`src/rtl/orv64_typedef_pkg.sv`:
```
// rtl/orv64_typedef_pkg.sv - shared types and constants for the orv64 debug trigger unit
package orv64_typedef_pkg;

    localparam int ORV64_TRIG_MAX   = 8;
    localparam int ORV64_TRIG_IDX_W = $clog2(ORV64_TRIG_MAX);

    typedef enum logic [1:0] {
        ORV64_TRIG_RUN  = 2'd0,
        ORV64_TRIG_HALT = 2'd1,
        ORV64_TRIG_SKIP = 2'd2
    } orv64_trig_state_e;

    typedef enum logic [1:0] {
        ORV64_TRIG_SRC_IF      = 2'd0,
        ORV64_TRIG_SRC_WB      = 2'd1,
        ORV64_TRIG_SRC_INSTRET = 2'd2
    } orv64_trig_src_e;

endpackage

```
`src/rtl/orv64_trig_cmp.sv`:
```
// rtl/orv64_trig_cmp.sv - one masked PC comparator with a saturating hit counter
module orv64_trig_cmp
    import orv64_typedef_pkg::*;
#(
    parameter int VADDR_W = 39,
    parameter int CNT_W   = 8
) (
    input  logic               clk,
    input  logic               rst,
    input  logic [VADDR_W-1:0] pc_i,
    input  logic               valid_i,
    input  logic               en_i,
    input  logic [VADDR_W-1:0] addr_i,
    input  logic [VADDR_W-1:0] mask_i,
    input  logic               cnt_inc_en_i,
    input  logic               cnt_clr_i,
    output logic               hit_o,
    output logic [CNT_W-1:0]   cnt_o
);

    logic [CNT_W-1:0] cnt_q;
    logic [CNT_W-1:0] cnt_d;

    // Mask bit 1 means the bit is compared; an all-zero mask hits every valid PC.
    always_comb begin
        hit_o = valid_i & en_i & (((pc_i ^ addr_i) & mask_i) == '0);
    end

    // Clear wins over increment; the counter sticks at all-ones.
    always_comb begin
        cnt_d = cnt_q;
        if (cnt_clr_i) begin
            cnt_d = '0;
        end else if (cnt_inc_en_i && hit_o && (cnt_q != '1)) begin
            cnt_d = cnt_q + {{(CNT_W-1){1'b0}}, 1'b1};
        end
    end

    // Counter register.
    always_ff @(posedge clk) begin
        if (rst) begin
            cnt_q <= '0;
        end else begin
            cnt_q <= cnt_d;
        end
    end

    assign cnt_o = cnt_q;

endmodule

```
`src/rtl/orv64_trigger_unit.sv`:
```
// rtl/orv64_trigger_unit.sv - fetch/writeback/instret debug triggers with halt and resume
module orv64_trigger_unit
    import orv64_typedef_pkg::*;
#(
    parameter int N_IF    = 4,
    parameter int N_WB    = 4,
    parameter int VADDR_W = 39,
    parameter int DATA_W  = 64,
    parameter int CNT_W   = 8
) (
    input  logic                          clk,
    input  logic                          rst,
    input  logic [N_IF*VADDR_W-1:0]       if_trig_addr,
    input  logic [N_IF*VADDR_W-1:0]       if_trig_mask,
    input  logic [N_IF-1:0]               if_trig_en,
    input  logic [N_WB*VADDR_W-1:0]       wb_trig_addr,
    input  logic [N_WB*VADDR_W-1:0]       wb_trig_mask,
    input  logic [N_WB-1:0]               wb_trig_en,
    input  logic                          instret_bp_en,
    input  logic [DATA_W-1:0]             instret_bp,
    input  logic [VADDR_W-1:0]            if_pc,
    input  logic [VADDR_W-1:0]            wb_pc,
    input  logic                          if_valid,
    input  logic                          wb_valid,
    input  logic [DATA_W-1:0]             minstret,
    input  logic                          resume_req,
    output logic                          resume_ack,
    input  logic                          cnt_clr,
    output logic                          bp_stall,
    output logic                          halted,
    output logic                          cause_vld,
    output logic [1:0]                    cause_src,
    output logic [2:0]                    cause_idx,
    output logic [(N_IF+N_WB)*CNT_W-1:0]  hit_cnt
);

    logic                        dff_if_valid_q;
    logic                        dff_wb_valid_q;
    logic [VADDR_W-1:0]          dff_if_pc_q;
    logic [VADDR_W-1:0]          dff_wb_pc_q;
    logic                        rff_instret_hit_q;
    logic                        if_pc_load;
    logic                        wb_pc_load;

    logic [N_IF-1:0]             if_hit;
    logic [N_WB-1:0]             wb_hit;
    logic                        any_hit;

    orv64_trig_state_e           state_q;
    orv64_trig_state_e           state_d;
    logic                        cause_load;
    logic                        cnt_inc_en;

    orv64_trig_src_e             hit_src;
    logic [ORV64_TRIG_IDX_W-1:0] hit_idx;
    logic                        cause_vld_q;
    orv64_trig_src_e             cause_src_q;
    logic [ORV64_TRIG_IDX_W-1:0] cause_idx_q;

    // PC flops only toggle when some trigger could use them (stands in for the ICG enable).
    assign if_pc_load = if_valid & (|if_trig_en);
    assign wb_pc_load = wb_valid & (|wb_trig_en);

    // Pipeline sample stage: valids every cycle, PCs gated, instret compare registered.
    always_ff @(posedge clk) begin
        if (rst) begin
            dff_if_valid_q    <= 1'b0;
            dff_wb_valid_q    <= 1'b0;
            dff_if_pc_q       <= '0;
            dff_wb_pc_q       <= '0;
            rff_instret_hit_q <= 1'b0;
        end else begin
            dff_if_valid_q    <= if_valid;
            dff_wb_valid_q    <= wb_valid;
            if (if_pc_load) begin
                dff_if_pc_q <= if_pc;
            end
            if (wb_pc_load) begin
                dff_wb_pc_q <= wb_pc;
            end
            rff_instret_hit_q <= instret_bp_en & (minstret == instret_bp);
        end
    end

    for (genvar g = 0; g < N_IF; g++) begin : g_if_cmp
        orv64_trig_cmp #(
            .VADDR_W (VADDR_W),
            .CNT_W   (CNT_W)
        ) u_cmp (
            .clk          (clk),
            .rst          (rst),
            .pc_i         (dff_if_pc_q),
            .valid_i      (dff_if_valid_q),
            .en_i         (if_trig_en[g]),
            .addr_i       (if_trig_addr[g*VADDR_W +: VADDR_W]),
            .mask_i       (if_trig_mask[g*VADDR_W +: VADDR_W]),
            .cnt_inc_en_i (cnt_inc_en),
            .cnt_clr_i    (cnt_clr),
            .hit_o        (if_hit[g]),
            .cnt_o        (hit_cnt[g*CNT_W +: CNT_W])
        );
    end

    for (genvar g = 0; g < N_WB; g++) begin : g_wb_cmp
        orv64_trig_cmp #(
            .VADDR_W (VADDR_W),
            .CNT_W   (CNT_W)
        ) u_cmp (
            .clk          (clk),
            .rst          (rst),
            .pc_i         (dff_wb_pc_q),
            .valid_i      (dff_wb_valid_q),
            .en_i         (wb_trig_en[g]),
            .addr_i       (wb_trig_addr[g*VADDR_W +: VADDR_W]),
            .mask_i       (wb_trig_mask[g*VADDR_W +: VADDR_W]),
            .cnt_inc_en_i (cnt_inc_en),
            .cnt_clr_i    (cnt_clr),
            .hit_o        (wb_hit[g]),
            .cnt_o        (hit_cnt[(N_IF+g)*CNT_W +: CNT_W])
        );
    end

    assign any_hit = (|if_hit) | (|wb_hit) | rff_instret_hit_q;

    // Priority encode: IF over WB over instret, lowest index wins (scan high-to-low, last write sticks).
    always_comb begin
        hit_src = ORV64_TRIG_SRC_INSTRET;
        hit_idx = '0;
        for (int i = N_WB - 1; i >= 0; i--) begin
            if (wb_hit[i]) begin
                hit_src = ORV64_TRIG_SRC_WB;
                hit_idx = ORV64_TRIG_IDX_W'(i);
            end
        end
        for (int i = N_IF - 1; i >= 0; i--) begin
            if (if_hit[i]) begin
                hit_src = ORV64_TRIG_SRC_IF;
                hit_idx = ORV64_TRIG_IDX_W'(i);
            end
        end
    end

    // FSM state register.
    always_ff @(posedge clk) begin
        if (rst) begin
            state_q <= ORV64_TRIG_RUN;
        end else begin
            state_q <= state_d;
        end
    end

    // FSM next state: SKIP waits for one retire so the halting instruction is stepped over.
    always_comb begin
        state_d = state_q;
        case (state_q)
            ORV64_TRIG_RUN:  if (any_hit)        state_d = ORV64_TRIG_HALT;
            ORV64_TRIG_HALT: if (resume_req)     state_d = ORV64_TRIG_SKIP;
            ORV64_TRIG_SKIP: if (dff_wb_valid_q) state_d = ORV64_TRIG_RUN;
            default:                             state_d = ORV64_TRIG_RUN;
        endcase
    end

    // FSM outputs: stall is raw on the hit in RUN and drops in the resume-ack cycle.
    always_comb begin
        bp_stall   = 1'b0;
        halted     = 1'b0;
        resume_ack = 1'b0;
        cause_load = 1'b0;
        cnt_inc_en = 1'b0;
        case (state_q)
            ORV64_TRIG_RUN: begin
                bp_stall   = any_hit;
                cause_load = any_hit;
                cnt_inc_en = 1'b1;
            end
            ORV64_TRIG_HALT: begin
                halted     = 1'b1;
                bp_stall   = ~resume_req;
                resume_ack = resume_req;
            end
            default: begin
                bp_stall   = 1'b0;
            end
        endcase
    end

    // Cause registers survive resume and are only overwritten on the next halt entry.
    always_ff @(posedge clk) begin
        if (rst) begin
            cause_vld_q <= 1'b0;
            cause_src_q <= ORV64_TRIG_SRC_IF;
            cause_idx_q <= '0;
        end else if (cause_load) begin
            cause_vld_q <= 1'b1;
            cause_src_q <= hit_src;
            cause_idx_q <= hit_idx;
        end
    end

    assign cause_vld = cause_vld_q;
    assign cause_src = cause_src_q;
    assign cause_idx = cause_idx_q;

endmodule

```
`config.mk`:
```
export PLATFORM = sky130hd
export DESIGN_NAME = orv64_trigger_unit
export DESIGN_NICKNAME = d
export VERILOG_FILES = /design/src/rtl/orv64_typedef_pkg.sv /design/src/rtl/orv64_trig_cmp.sv /design/src/rtl/orv64_trigger_unit.sv
export SDC_FILE = /design/constraint.sdc
export NUM_CORES = 1
export LEC_CHECK = 0
export ABC_AREA = 1
export CORE_AREA = 2 2 362 364
export CTS_BUF_LIST = sky130_fd_sc_hd__clkbuf_8
export DETAILED_ROUTE_END_ITERATION = 10
export DIE_AREA = 0 0 364 366
export HOLD_SLACK_MARGIN = 0.15
export SYNTH_ARGS = -nofsm -noshare
export SYNTH_HDL_FRONTEND = slang
export SYNTH_SLANG_ARGS = --single-unit
```
`constraint.sdc`:
```
create_clock -name clk -period 2 [get_ports clk]
set_input_delay 0.5 -clock clk [delete_from_list [all_inputs] [get_ports clk]]
set_output_delay 0.5 -clock clk [all_outputs]
set_load 0.02 [all_outputs]
```
Yosys cells after proc, flatten, opt, wreduce, memory -nomap -nowiden
Cells that the tools add are included.
{"block": "word_totals", "ff_bits": 153, "latchBits": 0, "ramBits": 0, "rom_bits": 0, "in_bits": 845, "elab_cells": 133, "n_memories": 0}
{"block": "classes", "n_addsub": 8, "mul": 0, "div_mod_pow": 0, "n_lt_le_gt_ge": 0, "n_eq_ne": 14, "shifts": 0, "n_mux": 25, "bitwise": 38, "reduce_logical": 31}
{"cell": "$and 39x39->39", "n": 8}
{"cell": "$logic_not 39->1", "n": 8}
{"cell": "$xor 39x39->39", "n": 8}
{"cell": "$add 8x1->8 const B", "n": 8}
{"cell": "$eq 64x64->1", "n": 1}
{"cell": "$ne 8x8->1 const B", "n": 8}
{"cell": "$mux 2", "n": 12}
{"cell": "$mux 3", "n": 7}
{"cell": "$and 1x1->1", "n": 19}
{"cell": "$logic_and 1x1->1", "n": 16}
{"cell": "$reduce_or 4->1", "n": 4}
{"cell": "$ne 2x2->1 const B", "n": 3}
{"cell": "$pmux 2 s3", "n": 1}
{"cell": "$mux 1", "n": 4}
{"cell": "$reduce_and 3->1", "n": 1}
{"cell": "$eq 2x1->1 const B", "n": 1}
{"cell": "$eq 2x2->1 const B", "n": 1}
{"cell": "$logic_not 2->1", "n": 1}
{"cell": "$or 1x1->1", "n": 2}
{"cell": "$pmux 1 s2", "n": 1}
{"cell": "$reduce_or 2->1", "n": 1}
{"cell": "$not 1->1", "n": 1}

Longest topological paths before layout
{"block": "depth", "word_depth": 12, "mapped_depth": 18, "depth_no_buf": 17}

Hierarchy
A second synthesis with hierarchy kept.
{"block": "unflattened", "hier_cells": 3386, "area_unflattened_um2": 17530.6}
{"mod": "orv64_trig_cmp", "n_inst": 8, "cells_each": 342, "area_per_inst_um2": 1665.3, "seq_area_each_um2": 160.2}
{"mod": "orv64_trigger_unit", "n_inst": 1, "cells_each": 650, "area_per_inst_um2": 4207.8, "seq_area_each_um2": 1761.7}

Least setup slack after synthesis
OpenSTA, ideal clock, no wires.
{"block": "synth_path", "kind": "input port to output port", "startpoint": "input port if_trig_addr[94]", "endpoint": "output port bp_stall", "t_arrival_ns": 1.662, "slack_ns": -0.162, "stages": 12, "cell_sequence": "or2_2 > nand3_1 > nand2_1 > nor2_1 > nand2_1 > nor2_1 > nand3_2 > nand2_1 > nor2_1 > nand2_2 > o21ai_1 > o21ai_2"}
{"block": "synth_via", "elab_chain_len": 8}
{"element": "start, declared", "line_no": "orv64_trigger_unit.sv:13", "source": "input logic [N_IF*VADDR_W-1:0] if_trig_addr,"}
{"element": "$xor 39x39->39", "line_no": "orv64_trig_cmp.sv:26", "source": "hit_o = valid_i & en_i & (((pc_i ^ addr_i) & mask_i) == '0);"}
{"element": "$and 39x39->39", "line_no": "orv64_trig_cmp.sv:26"}
{"element": "$logic_not 39->1", "line_no": "orv64_trig_cmp.sv:26"}
{"element": "$and 1x1->1", "line_no": "orv64_trig_cmp.sv:26"}
{"element": "$reduce_or 4->1", "line_no": "orv64_trigger_unit.sv:123", "source": "assign any_hit = (|if_hit) | (|wb_hit) | rff_instret_hit_q;"}
{"element": "$or 1x1->1 (2 in series)", "line_no": "orv64_trigger_unit.sv:123"}
{"element": "$pmux 1 s2", "line_no": "orv64_trigger_unit.sv:170", "source": "case (state_q)"}
{"element": "end, declared", "line_no": "orv64_trigger_unit.sv:29", "source": "output logic bp_stall,"}
No other way between the ends.

Worst setup path after layout
{"block": "layout_path", "startpoint": "register dff_if_pc_q[13]", "endpoint": "register cause_idx_q[1] (netlist: cause_idx[1])"}
{"block": "layout_via", "elab_chain_len": 8}
{"element": "start, declared", "line_no": "orv64_trigger_unit.sv:39", "source": "logic [VADDR_W-1:0] dff_if_pc_q;"}
{"element": "start signal, assigned", "line_no": "orv64_trigger_unit.sv:76", "source": "dff_if_pc_q <= if_pc;"}
{"element": "$xor 39x39->39", "line_no": "orv64_trig_cmp.sv:26"}
{"element": "$and 39x39->39", "line_no": "orv64_trig_cmp.sv:26"}
{"element": "$logic_not 39->1", "line_no": "orv64_trig_cmp.sv:26"}
{"element": "$and 1x1->1", "line_no": "orv64_trig_cmp.sv:26"}
{"element": "$reduce_or 4->1 or $mux 3 (tied branches)", "line_no": "orv64_trigger_unit.sv:123, orv64_trigger_unit.sv:136"}
{"element": "$or 1x1->1 or $mux 3 (tied branches) (2 in series)", "line_no": "orv64_trigger_unit.sv:123, orv64_trigger_unit.sv:136"}
{"element": "$mux 1 or $mux 3 (tied branches)", "line_no": "orv64_trigger_unit.sv:170, orv64_trigger_unit.sv:136"}
{"element": "end signal, assigned", "line_no": "orv64_trigger_unit.sv:196", "source": "cause_idx_q <= hit_idx;"}
{"element": "end, declared", "line_no": "orv64_trigger_unit.sv:58", "source": "logic [ORV64_TRIG_IDX_W-1:0] cause_idx_q;"}
Parallel ways exist; a longest one is shown, timed or not.
A chain may end at the register's enable or synchronous reset.

==> flow_metrics.tcl <==
set metrics [dict create \
    status "finished with violations" \
    violations "negative setup slack" \
    die_w_um 364 \
    dpl.hpwl_mm 120 \
    start_util_pct 11.3 \
    ys_seq_area_share_pct 20.8 \
    dr.max_layer_used "met5" \
    crit_required_ns 2.54 \
    synth_common_cells "729 x nand2_1, 308 x nor2_1, 304 x nand3_1" \
    syn_to_final_growth_pct 126 \
    htreeDepth 4 \
    synth_edf_count 0 \
    setup_ws_ns -1.24 \
    hold_viol 0 \
    critPathBufInv 12 \
    clockRootBuffer "clkbuf_8" \
    min_path_type "input pin to flop" \
    final_antenna_net_count 0 \
    grt_usage_pct 19.7 \
    cts.hold.buffers_added 0 \
    overflow 0 \
    maxCapViolations 0 \
    final_max_slew_viol_count 0 \
    period_needed_ns 3.24 \
    synth_area_leaders "dfxtp_1 21%, nand2_1 19%, nand3_1 10%" \
    crit_family "simple AND/OR/NAND/NOR gates" \
    cts_tree "built" \
    drive_gt1_share_pct 30.1 \
    die_area_um2 133000 \
    nFillCells 14245 \
    ys_types 56 \
    critPathMostFrequentCell "buf_6" \
    synth_top_flop_cell "dfxtp_1" \
    grt_pass1_vias 22326 \
    first_pass_iters 5 \
    critPathMaxFanout 3 \
    die_height_um 366 \
    drt_iter0_drc 1719 \
    cts_buffers 17 \
    finalSetupTns_ns -25.40 \
    p_leak_nw 13.9 \
    grt_pass1_wl_mm 177 \
    cts.clk_slew.worst_paths_ns 0.12 \
    yosysMostFrequentCell "nand2_1" \
    yosys_warnings 0 \
    nets 4826 \
    synth_cells 2561 \
    power_density_nw_per_um2 370 \
    yosys.area.top_type_share_pct 20.8 \
    wl_met3_mm 15.3 \
    slowest_stage "dfxtp_4" \
    syn_area_per_cell_um2 5.71 \
    fin_skew_ns 0.0243 \
    detail_route.wl_per_cell_um 23.7 \
    via_per_inst 4.06 \
    yosysTopAreaCell "dfxtp_1" \
    crit_type "flop to flop" \
    drc 0 \
    wl_met2_mm 56.0 \
    arrival_ns 3.78 \
    syn_nets 3414 \
    clockBufferDepth 2 \
    antenna_found_initial 77 \
    rsz0062_at_grt "yes" \
    routed-via-count 23312 \
    fmax_mhz 308 \
    grt_start_max_net_pins 50 \
    gp_congestion 1.03 \
    end_kind "flop" \
    min_period_over_period_pct 162 \
    start_kind "flop" \
    critPathMaxStageDelay_ns 0.38 \
    cts_sinks 152 \
    whs_ns 0.450 \
    io_buffer_count 916 \
    final-setup-viol-count 71 \
    async_flop_share_pct 0 \
    pin_count 918 \
    worstSkewPairLatency_ns 0.65 \
    synth_seq_cells 152 \
    met1_length_mm 62.2 \
    ir_drop_v 0.000601 \
    drt-total-wl_mm 136 \
    syn_area_um2 14600 \
    num_rows 132 \
    core_um2 129000 \
]
## cells by family after synthesis
family	Yosys count	share of synthesized area (%)
adder cells (fa/ha/maj)	8	0.684
flip-flops	152	20.8
AND/OR/NAND/NOR	1771	56.7
XOR/XNOR	35	2.09
AO/OA/AOI/OAI	266	9.97
other	1	0.0256
buffers and inverters	328	9.70
## worst register-to-register path, stage by stage, from the launching register on
cell and delay, ns:
dfxtp_4 0.38, buf_4 0.13, or2_2 0.29, nand3_1 0.16
nand2_1 0.09, nor2_1 0.09, nand2_1 0.10, nor2_4 0.17
nand3_4 0.11, nand2_4 0.10, nor2_4 0.06, nand2_4 0.10
o21ai_4 0.08, buf_4 0.15, buf_6 0.10, buf_6 0.10
buf_6 0.11, buf_6 0.10, buf_6 0.10, buf_6 0.10
buf_6 0.10, buf_6 0.10, buf_6 0.10, buf_6 0.11
nor2_4 0.08, nor2_1 0.04
## worst paths after layout
path / startpoint / cells past startpoint / end / slack [ns]
max: dff_if_pc_q[13]$_SDFFE_PP0P_ / 25 / cause_idx[1]$_SDFFE_PP0P_ / -1.24
min: if_pc[31] / 3 / dff_if_pc_q[31]$_SDFFE_PP0P_ / 0.45
max reg2reg: dff_if_pc_q[13]$_SDFFE_PP0P_ / 25 / cause_idx[1]$_SDFFE_PP0P_ / -1.24
min reg2reg: g_if_cmp[0].u_cmp.cnt_o[4]$_SDFFE_PP0P_ / 2 / g_if_cmp[0].u_cmp.cnt_o[4]$_SDFFE_PP0P_ / 0.47
## flip-flops by register name (all words and copies together), names as in the netlist
name                  count
dff_if_pc_q              39
cause_src                 2
g_wb_cmp.u_cmp.cnt_o     32
cause_idx                 2
rff_instret_hit_q         1
g_if_cmp.u_cmp.cnt_o     32
dff_if_valid_q            1
cause_vld                 1
state_q                   2
dff_wb_pc_q              39
dff_wb_valid_q            1
## repair_timing
item,4_1_cts,5_1_grt
gates resized for setup,607,260
setup buffers,80,39
endpoints found under the hold margin,0,0
cloned,0,0
setup endpoints to repair,142,79
pin swaps,120,139
## stage by stage
step / util, % / total power [mW] / std cells / setup slack [ns] / area, µm²
global route: 25.6 / 12.9 / 5735 / -1.39 / 33000
floorplan: - / 5.04 / 2561 / -0.0938 / 14900
global placement: 23.2 / 8.95 / 5641 / -1.75 / 30000
CTS: 25.0 / 12.2 / 5724 / -1.35 / 32200
finish: 25.6 / 12.2 / 5748 / -1.24 / 33100
detailed placement: 23.2 / 8.97 / 5641 / -1.73 / 30000
## report_power, final
group,total [mW],switching [mW],internal (mW)
Clock,2.74,1.75,0.983
Combinational,6.12,2.77,3.35
Sequential,3.39,0.236,3.15
## layout make-up
class | count | area (µm²) | share of cell area [%]
repair buffers | 1465 | 14000 | 42.4
multi-input cells | 2081 | 12200 | 37.0
flip-flops and latches | 152 | 3230 | 9.75
well taps | 1742 | 2180 | 6.59
inverters | 256 | 980 | 2.96
clock buffers | 19 | 262 | 0.790
clock inverters | 13 | 134 | 0.405
diodes | 20 | 50.0 | 0.151
## routing by layer
metal	GRT usage (%)	vias up
met5	0	-
met4	3.79	70
met3	8.35	168
met2	28.7	1003
met1	26.7	10863
li1	-	11208
## cell usage in the layout (no fill, tap or decap), types with 45 or more instances in the layout
master	Yosys	routed
buf_4	1	426
nor2_4	9	49
a21oi_1	91	81
or2_2	83	46
dfxtp_1	152	73
nand4_1	84	84
nor2_2	12	53
or2_1	110	107
nand2_1	729	650
clkdlybuf4s50_1	0	844
nand2_2	4	58
inv_1	251	239
buf_6	21	90
nand3_1	304	178
dfxtp_2	0	45
nor2_1	308	227
o21ai_0	121	103
nand3_2	19	107
Power figures use the tool's default switching activity.
